### src/rtl/link_list_pkg.sv
// Shared definitions for the linked-list engine: opcodes, status codes,
// controller states and the word layout of a node in RAM.
package link_list_pkg;

    typedef enum logic [1:0] {
        OP_INS = 2'b00,
        OP_DEL = 2'b01,
        OP_WR  = 2'b10,
        OP_RD  = 2'b11
    } op_e;

    typedef enum logic [1:0] {
        ST_OK        = 2'b00,
        ST_ERR_RANGE = 2'b01,
        ST_ERR_FULL  = 2'b10
    } status_e;

    typedef enum logic [2:0] {
        S_INIT,
        S_IDLE,
        S_WALK,
        S_EXEC,
        S_RESP
    } state_e;

    // A node is two consecutive words: payload, then next pointer.
    localparam int DATA_OFS = 0;
    localparam int NEXT_OFS = 1;

    localparam int STEP_W = 3;

endpackage

### src/rtl/link_list_init_seq.sv
// Post-reset RAM initialiser: clears the list head words, then chains every
// node's next word into one free list (node k -> node k+1, last -> null).
// Emits one write per cycle while enabled and a single-cycle 'last' on the
// final write.
module link_list_init_seq
    import link_list_pkg::*;
#(
    parameter int LIST_NUM   = 4,
    parameter int NODE_NUM   = 8,
    parameter int ADDR_WIDTH = 8,
    parameter int DATA_WIDTH = 16
) (
    input  logic                  clk,
    input  logic                  rst_n,
    input  logic                  en,
    output logic [ADDR_WIDTH-1:0] addr,
    output logic [DATA_WIDTH-1:0] wdata,
    output logic                  last
);

    localparam int TOTAL = LIST_NUM + NODE_NUM;
    localparam int CW    = $clog2(TOTAL + 1);

    logic [CW-1:0] cnt_q;
    int            c_i;
    int            k_i;

    // Write counter; wraps to zero after the last write so a later reset
    // finds it clean either way.
    always_ff @(posedge clk or negedge rst_n) begin
        if (!rst_n)
            cnt_q <= '0;
        else if (en)
            cnt_q <= last ? '0 : cnt_q + 1'b1;
    end

    // Address/data for the current write: heads first, then node next words.
    always_comb begin
        c_i   = int'(cnt_q);
        k_i   = 0;
        addr  = '0;
        wdata = '0;
        if (c_i < LIST_NUM) begin
            addr = ADDR_WIDTH'(c_i);
        end else begin
            k_i  = c_i - LIST_NUM;
            addr = ADDR_WIDTH'(LIST_NUM + 2 * k_i + NEXT_OFS);
            if (k_i != NODE_NUM - 1)
                wdata = DATA_WIDTH'(LIST_NUM + 2 * (k_i + 1) + DATA_OFS);
        end
        last = en && (cnt_q == CW'(TOTAL - 1));
    end

endmodule

### src/rtl/link_list_engine.sv
// Multi-list linked-list engine over a single-port RAM (1-cycle read latency).
// Head pointers at 0..LIST_NUM-1, node k at LIST_NUM+2k (data) / +1 (next).
// RAM outputs are registered: an access issued in one step is on the bus the
// next cycle and its read data is consumed the cycle after that.
// Optional build macro LINK_LEN_TRACK_EN adds per-list length registers that
// reject out-of-range requests in IDLE and drive rsp_len.
module link_list_engine
    import link_list_pkg::*;
#(
    parameter int LIST_NUM   = 4,
    parameter int NODE_NUM   = 8,
    parameter int DATA_WIDTH = 16,
    parameter int ADDR_WIDTH = 8,
    parameter int IDX_WIDTH  = 4
) (
    input  logic                        clk,
    input  logic                        rst_n,
    input  logic                        req_valid,
    output logic                        req_ready,
    input  logic [1:0]                  req_op,
    input  logic [$clog2(LIST_NUM)-1:0] req_list,
    input  logic [IDX_WIDTH-1:0]        req_idx,
    input  logic [DATA_WIDTH-1:0]       req_data,
    output logic                        rsp_valid,
    input  logic                        rsp_ready,
    output logic [1:0]                  rsp_status,
    output logic [DATA_WIDTH-1:0]       rsp_data,
    output logic [IDX_WIDTH-1:0]        rsp_len,
    output logic                        init_done,
    output logic [ADDR_WIDTH-1:0]       ram_addr,
    output logic                        ram_we,
    output logic [DATA_WIDTH-1:0]       ram_wdata,
    input  logic [DATA_WIDTH-1:0]       ram_rdata
);

    localparam logic [ADDR_WIDTH-1:0] NXT = ADDR_WIDTH'(NEXT_OFS);
    localparam logic [ADDR_WIDTH-1:0] DAT = ADDR_WIDTH'(DATA_OFS);

    state_e                  state_q, state_d;
    logic [STEP_W-1:0]       step_q, step_d;
    logic [IDX_WIDTH-1:0]    hop_q, hop_d;
    logic [ADDR_WIDTH-1:0]   ptr_q, ptr_d;     // word holding the pointer to node 'hop'
    logic [ADDR_WIDTH-1:0]   free_q, free_d;   // free-list head, 0 = pool empty
    logic [ADDR_WIDTH-1:0]   ta_q, ta_d;       // INS old / DEL victim / target node
    logic [ADDR_WIDTH-1:0]   tb_q, tb_d;       // INS free-next / DEL victim-next
    op_e                     op_q, op_d;
    logic [IDX_WIDTH-1:0]    idx_q, idx_d;
    logic [DATA_WIDTH-1:0]   data_q, data_d;
    logic [1:0]              rsp_status_q, rsp_status_d;
    logic [DATA_WIDTH-1:0]   rsp_data_q, rsp_data_d;
    logic [ADDR_WIDTH-1:0]   ram_addr_q, ram_addr_d;
    logic                    ram_we_q, ram_we_d;
    logic [DATA_WIDTH-1:0]   ram_wdata_q, ram_wdata_d;
    logic                    init_done_q, init_done_d;

    logic [ADDR_WIDTH-1:0]   init_addr;
    logic [DATA_WIDTH-1:0]   init_data;
    logic                    init_last;
    logic [ADDR_WIDTH-1:0]   rd_ptr;

`ifdef LINK_LEN_TRACK_EN
    logic [$clog2(LIST_NUM)-1:0]        list_q, list_d;
    logic [LIST_NUM-1:0][IDX_WIDTH-1:0] len_q, len_d;
    logic                               len_err;
`endif

    // Pointers live zero-extended in RAM; only the low address bits matter.
    assign rd_ptr = ram_rdata[ADDR_WIDTH-1:0];

    function automatic logic [DATA_WIDTH-1:0] to_word(input logic [ADDR_WIDTH-1:0] a);
        return DATA_WIDTH'(a);
    endfunction

    link_list_init_seq #(
        .LIST_NUM  (LIST_NUM),
        .NODE_NUM  (NODE_NUM),
        .ADDR_WIDTH(ADDR_WIDTH),
        .DATA_WIDTH(DATA_WIDTH)
    ) u_init (
        .clk  (clk),
        .rst_n(rst_n),
        .en   (state_q == S_INIT),
        .addr (init_addr),
        .wdata(init_data),
        .last (init_last)
    );

    assign req_ready  = (state_q == S_IDLE);
    assign rsp_valid  = (state_q == S_RESP);
    assign rsp_status = rsp_status_q;
    assign rsp_data   = rsp_data_q;
    assign init_done  = init_done_q;
    assign ram_addr   = ram_addr_q;
    assign ram_we     = ram_we_q;
    assign ram_wdata  = ram_wdata_q;

`ifdef LINK_LEN_TRACK_EN
    assign len_err = (req_op == OP_INS) ? (req_idx >  len_q[req_list])
                                        : (req_idx >= len_q[req_list]);
    assign rsp_len = len_q[list_q];
`else
    assign rsp_len = '0;
`endif

    // State and datapath registers.
    always_ff @(posedge clk or negedge rst_n) begin
        if (!rst_n) begin
            state_q      <= S_INIT;
            step_q       <= '0;
            hop_q        <= '0;
            ptr_q        <= '0;
            free_q       <= '0;
            ta_q         <= '0;
            tb_q         <= '0;
            op_q         <= OP_INS;
            idx_q        <= '0;
            data_q       <= '0;
            rsp_status_q <= '0;
            rsp_data_q   <= '0;
            ram_addr_q   <= '0;
            ram_we_q     <= 1'b0;
            ram_wdata_q  <= '0;
            init_done_q  <= 1'b0;
`ifdef LINK_LEN_TRACK_EN
            list_q       <= '0;
            len_q        <= '0;
`endif
        end else begin
            state_q      <= state_d;
            step_q       <= step_d;
            hop_q        <= hop_d;
            ptr_q        <= ptr_d;
            free_q       <= free_d;
            ta_q         <= ta_d;
            tb_q         <= tb_d;
            op_q         <= op_d;
            idx_q        <= idx_d;
            data_q       <= data_d;
            rsp_status_q <= rsp_status_d;
            rsp_data_q   <= rsp_data_d;
            ram_addr_q   <= ram_addr_d;
            ram_we_q     <= ram_we_d;
            ram_wdata_q  <= ram_wdata_d;
            init_done_q  <= init_done_d;
`ifdef LINK_LEN_TRACK_EN
            list_q       <= list_d;
            len_q        <= len_d;
`endif
        end
    end

    // Next-state and datapath: init, accept, pointer walk, op micro-steps, respond.
    always_comb begin
        state_d      = state_q;
        step_d       = step_q;
        hop_d        = hop_q;
        ptr_d        = ptr_q;
        free_d       = free_q;
        ta_d         = ta_q;
        tb_d         = tb_q;
        op_d         = op_q;
        idx_d        = idx_q;
        data_d       = data_q;
        rsp_status_d = rsp_status_q;
        rsp_data_d   = rsp_data_q;
        ram_addr_d   = ram_addr_q;
        ram_we_d     = 1'b0;
        ram_wdata_d  = ram_wdata_q;
        init_done_d  = init_done_q;
`ifdef LINK_LEN_TRACK_EN
        list_d       = list_q;
        len_d        = len_q;
`endif

        case (state_q)
            S_INIT: begin
                ram_addr_d  = init_addr;
                ram_wdata_d = init_data;
                ram_we_d    = 1'b1;
`ifdef LINK_LEN_TRACK_EN
                len_d       = '0;
`endif
                if (init_last) begin
                    state_d     = S_IDLE;
                    init_done_d = 1'b1;
                    free_d      = ADDR_WIDTH'(LIST_NUM);
                end
            end

            S_IDLE: begin
                if (req_valid) begin
                    op_d   = op_e'(req_op);
                    idx_d  = req_idx;
                    data_d = req_data;
                    ptr_d  = ADDR_WIDTH'(req_list);
                    hop_d  = '0;
                    step_d = '0;
`ifdef LINK_LEN_TRACK_EN
                    list_d = req_list;
`endif
                    if (op_e'(req_op) == OP_INS && free_q == '0) begin
                        state_d      = S_RESP;
                        rsp_status_d = ST_ERR_FULL;
                    end
`ifdef LINK_LEN_TRACK_EN
                    else if (len_err) begin
                        state_d      = S_RESP;
                        rsp_status_d = ST_ERR_RANGE;
                    end
`endif
                    else begin
                        state_d = S_WALK;
                    end
                end
            end

            // Follow 'idx' next pointers; a null before that is out of range.
            S_WALK: begin
                case (step_q)
                    3'd0: begin
                        if (hop_q == idx_q) begin
                            state_d = S_EXEC;
                        end else begin
                            ram_addr_d = ptr_q;
                            step_d     = 3'd1;
                        end
                    end
                    3'd1: step_d = 3'd2;
                    default: begin
                        step_d = 3'd0;
                        if (rd_ptr == '0) begin
                            state_d      = S_RESP;
                            rsp_status_d = ST_ERR_RANGE;
                        end else begin
                            ptr_d = rd_ptr + NXT;
                            hop_d = hop_q + 1'b1;
                        end
                    end
                endcase
            end

            S_EXEC: begin
                step_d = step_q + 1'b1;
                case (op_q)
                    OP_INS: begin
                        case (step_q)
                            3'd0: ram_addr_d = ptr_q;
                            3'd1: ram_addr_d = free_q + NXT;
                            3'd2: begin
                                ta_d        = rd_ptr;
                                ram_addr_d  = free_q + DAT;
                                ram_wdata_d = data_q;
                                ram_we_d    = 1'b1;
                            end
                            3'd3: begin
                                tb_d        = rd_ptr;
                                ram_addr_d  = free_q + NXT;
                                ram_wdata_d = to_word(ta_q);
                                ram_we_d    = 1'b1;
                            end
                            default: begin
                                ram_addr_d   = ptr_q;
                                ram_wdata_d  = to_word(free_q);
                                ram_we_d     = 1'b1;
                                free_d       = tb_q;
                                state_d      = S_RESP;
                                rsp_status_d = ST_OK;
`ifdef LINK_LEN_TRACK_EN
                                len_d[list_q] = len_q[list_q] + 1'b1;
`endif
                            end
                        endcase
                    end

                    OP_DEL: begin
                        case (step_q)
                            3'd0: ram_addr_d = ptr_q;
                            3'd1: ;
                            3'd2: begin
                                ta_d = rd_ptr;
                                if (rd_ptr == '0) begin
                                    state_d      = S_RESP;
                                    rsp_status_d = ST_ERR_RANGE;
                                end else begin
                                    ram_addr_d = rd_ptr + NXT;
                                end
                            end
                            3'd3: ram_addr_d = ta_q + DAT;
                            3'd4: tb_d = rd_ptr;
                            3'd5: begin
                                rsp_data_d  = ram_rdata;
                                ram_addr_d  = ptr_q;
                                ram_wdata_d = to_word(tb_q);
                                ram_we_d    = 1'b1;
                            end
                            default: begin
                                // Victim goes back on top of the free list.
                                ram_addr_d   = ta_q + NXT;
                                ram_wdata_d  = to_word(free_q);
                                ram_we_d     = 1'b1;
                                free_d       = ta_q;
                                state_d      = S_RESP;
                                rsp_status_d = ST_OK;
`ifdef LINK_LEN_TRACK_EN
                                len_d[list_q] = len_q[list_q] - 1'b1;
`endif
                            end
                        endcase
                    end

                    OP_WR: begin
                        case (step_q)
                            3'd0: ram_addr_d = ptr_q;
                            3'd1: ;
                            default: begin
                                state_d = S_RESP;
                                if (rd_ptr == '0) begin
                                    rsp_status_d = ST_ERR_RANGE;
                                end else begin
                                    ram_addr_d   = rd_ptr + DAT;
                                    ram_wdata_d  = data_q;
                                    ram_we_d     = 1'b1;
                                    rsp_status_d = ST_OK;
                                end
                            end
                        endcase
                    end

                    default: begin  // OP_RD
                        case (step_q)
                            3'd0: ram_addr_d = ptr_q;
                            3'd1: ;
                            3'd2: begin
                                if (rd_ptr == '0) begin
                                    state_d      = S_RESP;
                                    rsp_status_d = ST_ERR_RANGE;
                                end else begin
                                    ram_addr_d = rd_ptr + DAT;
                                end
                            end
                            3'd3: ;
                            default: begin
                                rsp_data_d   = ram_rdata;
                                state_d      = S_RESP;
                                rsp_status_d = ST_OK;
                            end
                        endcase
                    end
                endcase
            end

            S_RESP: begin
                if (rsp_ready) begin
                    state_d      = S_IDLE;
                    rsp_status_d = '0;
                    rsp_data_d   = '0;
                end
            end

            default: state_d = S_INIT;
        endcase
    end

endmodule
### config.mk
export PLATFORM = sky130hd
export DESIGN_NAME = link_list_engine
export DESIGN_NICKNAME = d
export VERILOG_FILES = /design/src/rtl/link_list_pkg.sv /design/src/rtl/link_list_init_seq.sv /design/src/rtl/link_list_engine.sv
export SDC_FILE = /design/constraint.sdc
export NUM_CORES = 1
export LEC_CHECK = 0
export ABC_AREA = 1
export BUFFER_PORTS_ARGS = -buffer_cell sky130_fd_sc_hd__buf_2
export CORE_MARGIN = 2
export CORE_UTILIZATION = 53
export DETAILED_ROUTE_END_ITERATION = 8
export PLACE_DENSITY = 0.76
export SLEW_MARGIN = 10
export SYNTH_ARGS = -nofsm -noshare
export SYNTH_HDL_FRONTEND = slang
export SYNTH_SLANG_ARGS = --single-unit
### constraint.sdc
create_clock -name clk -period 1.9 [get_ports clk]
set_input_delay 0.095 -clock clk [delete_from_list [all_inputs] [get_ports clk]]
set_output_delay 0.095 -clock clk [all_outputs]
set_load 0.02 [all_outputs]
==> impl_results.md <==
* Final Routed Wirelength at 26270 um
* P per Cell Area at 1915 mW/mm^2
* Filler cells at 952
* Register area at 0.002808 mm^2
* Final Critical Period at 2051 ps
* WP data required at 2170 ps
* Total congestion overflow at 0
* H-tree levels at 3
* Post-synth EDFFs at 0
* Die H at 121.3 um
* Syn. warnings at 0
* First-pass GRT wire length at 38270 um
* Critical path launch point type: flip-flop
* Failing checks: hold timing, setup timing
* Count of input and output buffers at 89
* Worst min path class: in2reg
* Core ar. at 0.01335 mm^2
* N_diodes at 0
* Worst Slack Setup Final at -151.4 ps
* GP Congestion at 0.9738
* Setup TNS at -1312 ps
* Syn Area/Cell at 7.165 um^2
* Area leader, netlist: dfrtp_1
* Dpl hpwl at 16960 um
* # IOs at 94
* Routed len/inst at 18.35 um
* Worst path max stage delay at 470 ps
* Rows at 42
* Largest net degree at the start of global routing at 43
* Num CTS Buffers at 9
* Vias/cell at 5.805
* Global-route usage over all layers at 33.14%
* Critical Path Sink Type: flip-flop
* Largest cells by area after synthesis: dfrtp_1 38%, nand2_1 15%, o21ai_0 6.2%, nand3_1 5.6%, inv_1 5.5%
* Iter 0 DRT Violations at 1046
* Fraction of layout cells with a size suffix above 1 at 31.21%
* Post-Syn Area at 0.007287 mm^2
* Worst-Skew Late Latency at 370 ps
* Most common cell in the netlist: nand2_1
* Post-route ant nets at 0
* CTS tree: built
* Cell family with most CP delay: compound AO/OA/AOI/OAI gates
* Post-synth top area share at 38.46%
* Reg clk slew, reported paths at 80 ps
* Synth unique cells at 43
* Worst Skew at 9.806 ps
* Crit path max fanout at 9
* Die Wd at 121.3 um
* Initial core utilization at 54.59%
* Vias in the first global route at 7685
* Die area at 0.01470 mm^2
* Slowest cell on crit path: dfrtp_2
* Via count at 8313
* Ys flop type: dfrtp_1
* CP Cell Sequence: ha_2, ha_4, buf_12, nand2_1, o21ai_0, a211oi_1, nor2_1, a21oi_2, o21ai_4
* Fin Hold WS at -21.82 ps
* #FFs+latches synth at 112
* Total Nets Final at 1319
* Final Cycle Share at 108.0%
* Status: finished, violations left
* Max_cap viols at 0
* Max Slew Vio Count at 0
* Post-synth top cells: 290 x nand2_1, 112 x dfrtp_1, 106 x inv_1
* DRC violations left at 0
* Footprint of the multi-input gates at 0.004343 mm^2
* Drt pass-1 iters at 6
* CP Class: reg2reg
* Crit path buf inv count at 1
* Unrepaired setup endpoints after global routing: true
* Final setup vio count at 25
* Sequential fraction of the synthesis area at 38.46%
* Longest Clk Path Bufs at 2
* Placed insts at 1352
* Final Hold Viols at 1
* Max Freq at 487.5 MHz
* Worst IR drop on VDD at 1.099 mV
* Leak at 5.077 nW
* Non-filler cells, final at 1432
* Layout area overhead at 40.02%
* Initial antenna violation count at 0
* Root Buffer: clkbuf_16
* WP data arrival at 2320 ps
* Clock net sink count at 112
* Async S/R FF share, synth at 100.0%
* Cell count after synthesis at 1017
## placed cells by master, fill, tap and decap left out, types with 5 or more instances in the layout
cell	instances
buf_12	11
o21ai_2	13
a21oi_1	52
nor2_2	12
inv_1	95
o21ai_1	38
a21oi_2	15
nor2_4	11
clkbuf_16	12
o211ai_1	12
dlygate4sd3_1	33
nor2_1	42
o21ai_0	69
nand3_1	77
inv_2	15
nand2_4	9
nor3_2	5
ha_4	6
nor3_1	9
nand4_1	6
buf_4	115
xor2_1	9
ha_1	12
o221ai_1	5
nand2_2	24
o22ai_1	7
dfrtp_1	108
buf_2	89
ha_2	6
buf_6	8
nand2_1	266
## per-stage QoR
stage	setup slack [ps]	utilization, %	power, mW	cell area (um^2)
5_1_grt	-221.5	76.44	20.75	10200
4_1_cts	-9.489	72.11	17.41	9625
3_5_place_dp	-131.0	65.16	14.43	8697
6_report	-151.4	76.44	19.54	10200
3_3_place_gp	-74.60	65.16	14.24	8697
2_1_floorplan	14.64	-	10.54	7298
## registers in the layout (all words and copies together) (netlist names)
name          flops
data_q           16
free_q            8
hop_q             4
idx_q             4
init_done         1
op_q              2
ptr_q             8
ram_addr          8
ram_wdata        16
ram_we            1
rsp_data         16
rsp_status        2
state_q           3
step_q            3
ta_q              8
tb_q              8
u_init.cnt_q      4
## power by group
part	internal, mW	total [mW]	switching (mW)	leakage (nW)
Clock	1.05	2.04	0.992	0.151
Combinational	5.43	13.1	7.68	3.54
Sequential	3.43	4.39	0.953	1.39
Total	9.91	19.5	9.63	5.08
## routing by layer
| layer | GRT usage, % | share of wire [%] |
|---|---|---|
| met2 | 53.83 | 47 |
| met1 | 43.50 | 39 |
| met5 | 0 | 0 |
| met3 | 6.485 | 9.5 |
| met4 | 13.51 | 4.5 |
## path summary, 6_finish.rpt
kind | startpoint | to | slack (ps) | depth (start not counted)
max in group asynchronous | rst_n | step_q[0] | 1060 | 3
max | step_q[0] | ram_wdata[1] | -150 | 9
min in group asynchronous | rst_n | rsp_data[5] | 230 | 2
min reg2reg | ram_wdata[4] | ram_wdata[4] | 470 | 2
min | ram_rdata[0] | ptr_q[0] | -20 | 2
max reg2reg | step_q[0] | ram_wdata[1] | -150 | 9
## final cells by class
class | instances | area share [%]
repair buffers | 262 | 20.40
clock inverters | 7 | 0.8338
well taps | 176 | 2.158
flip-flops and latches | 112 | 27.52
clock buffers | 9 | 2.207
multi-input cells | 752 | 42.56
inverters | 114 | 4.316
## worst register-to-register path: cells and delay by family, from the launching register on
kind	cells	cell delay, ps
AOI/OAI and AO/OA	4	670
DFF	1	470
buffers and inverters	1	140
adders and majority gates	2	400
and+or+nand+nor	2	280
## cell families (layout without fill, tap and decap cells)
logic type | after synthesis | after routing | share of synthesized area [%]
multiplexers | 2 | 2 | 0.2747
AO/OA/AOI/OAI | 237 | 237 | 18.82
XOR/XNOR | 12 | 12 | 1.442
AND/OR/NAND/NOR | 472 | 473 | 27.76
buffers and inverters | 157 | 392 | 9.066
adder cells (fa/ha/maj) | 24 | 24 | 4.121
flip-flops | 112 | 112 | 38.46
other | 1 | 4 | 0.05146
## repair_timing
item / in CTS / in global routing
endpoints found under the hold margin: 62 / 0
cloned: 1 / 5
hold buffers: 33 / 0
pin swaps: 14 / 25
endpoints found under the setup margin: 39 / 61
resized for setup: 54 / 116
buffers inserted: 12 / 13
No activity file was read; power rests on OpenSTA's default activity.
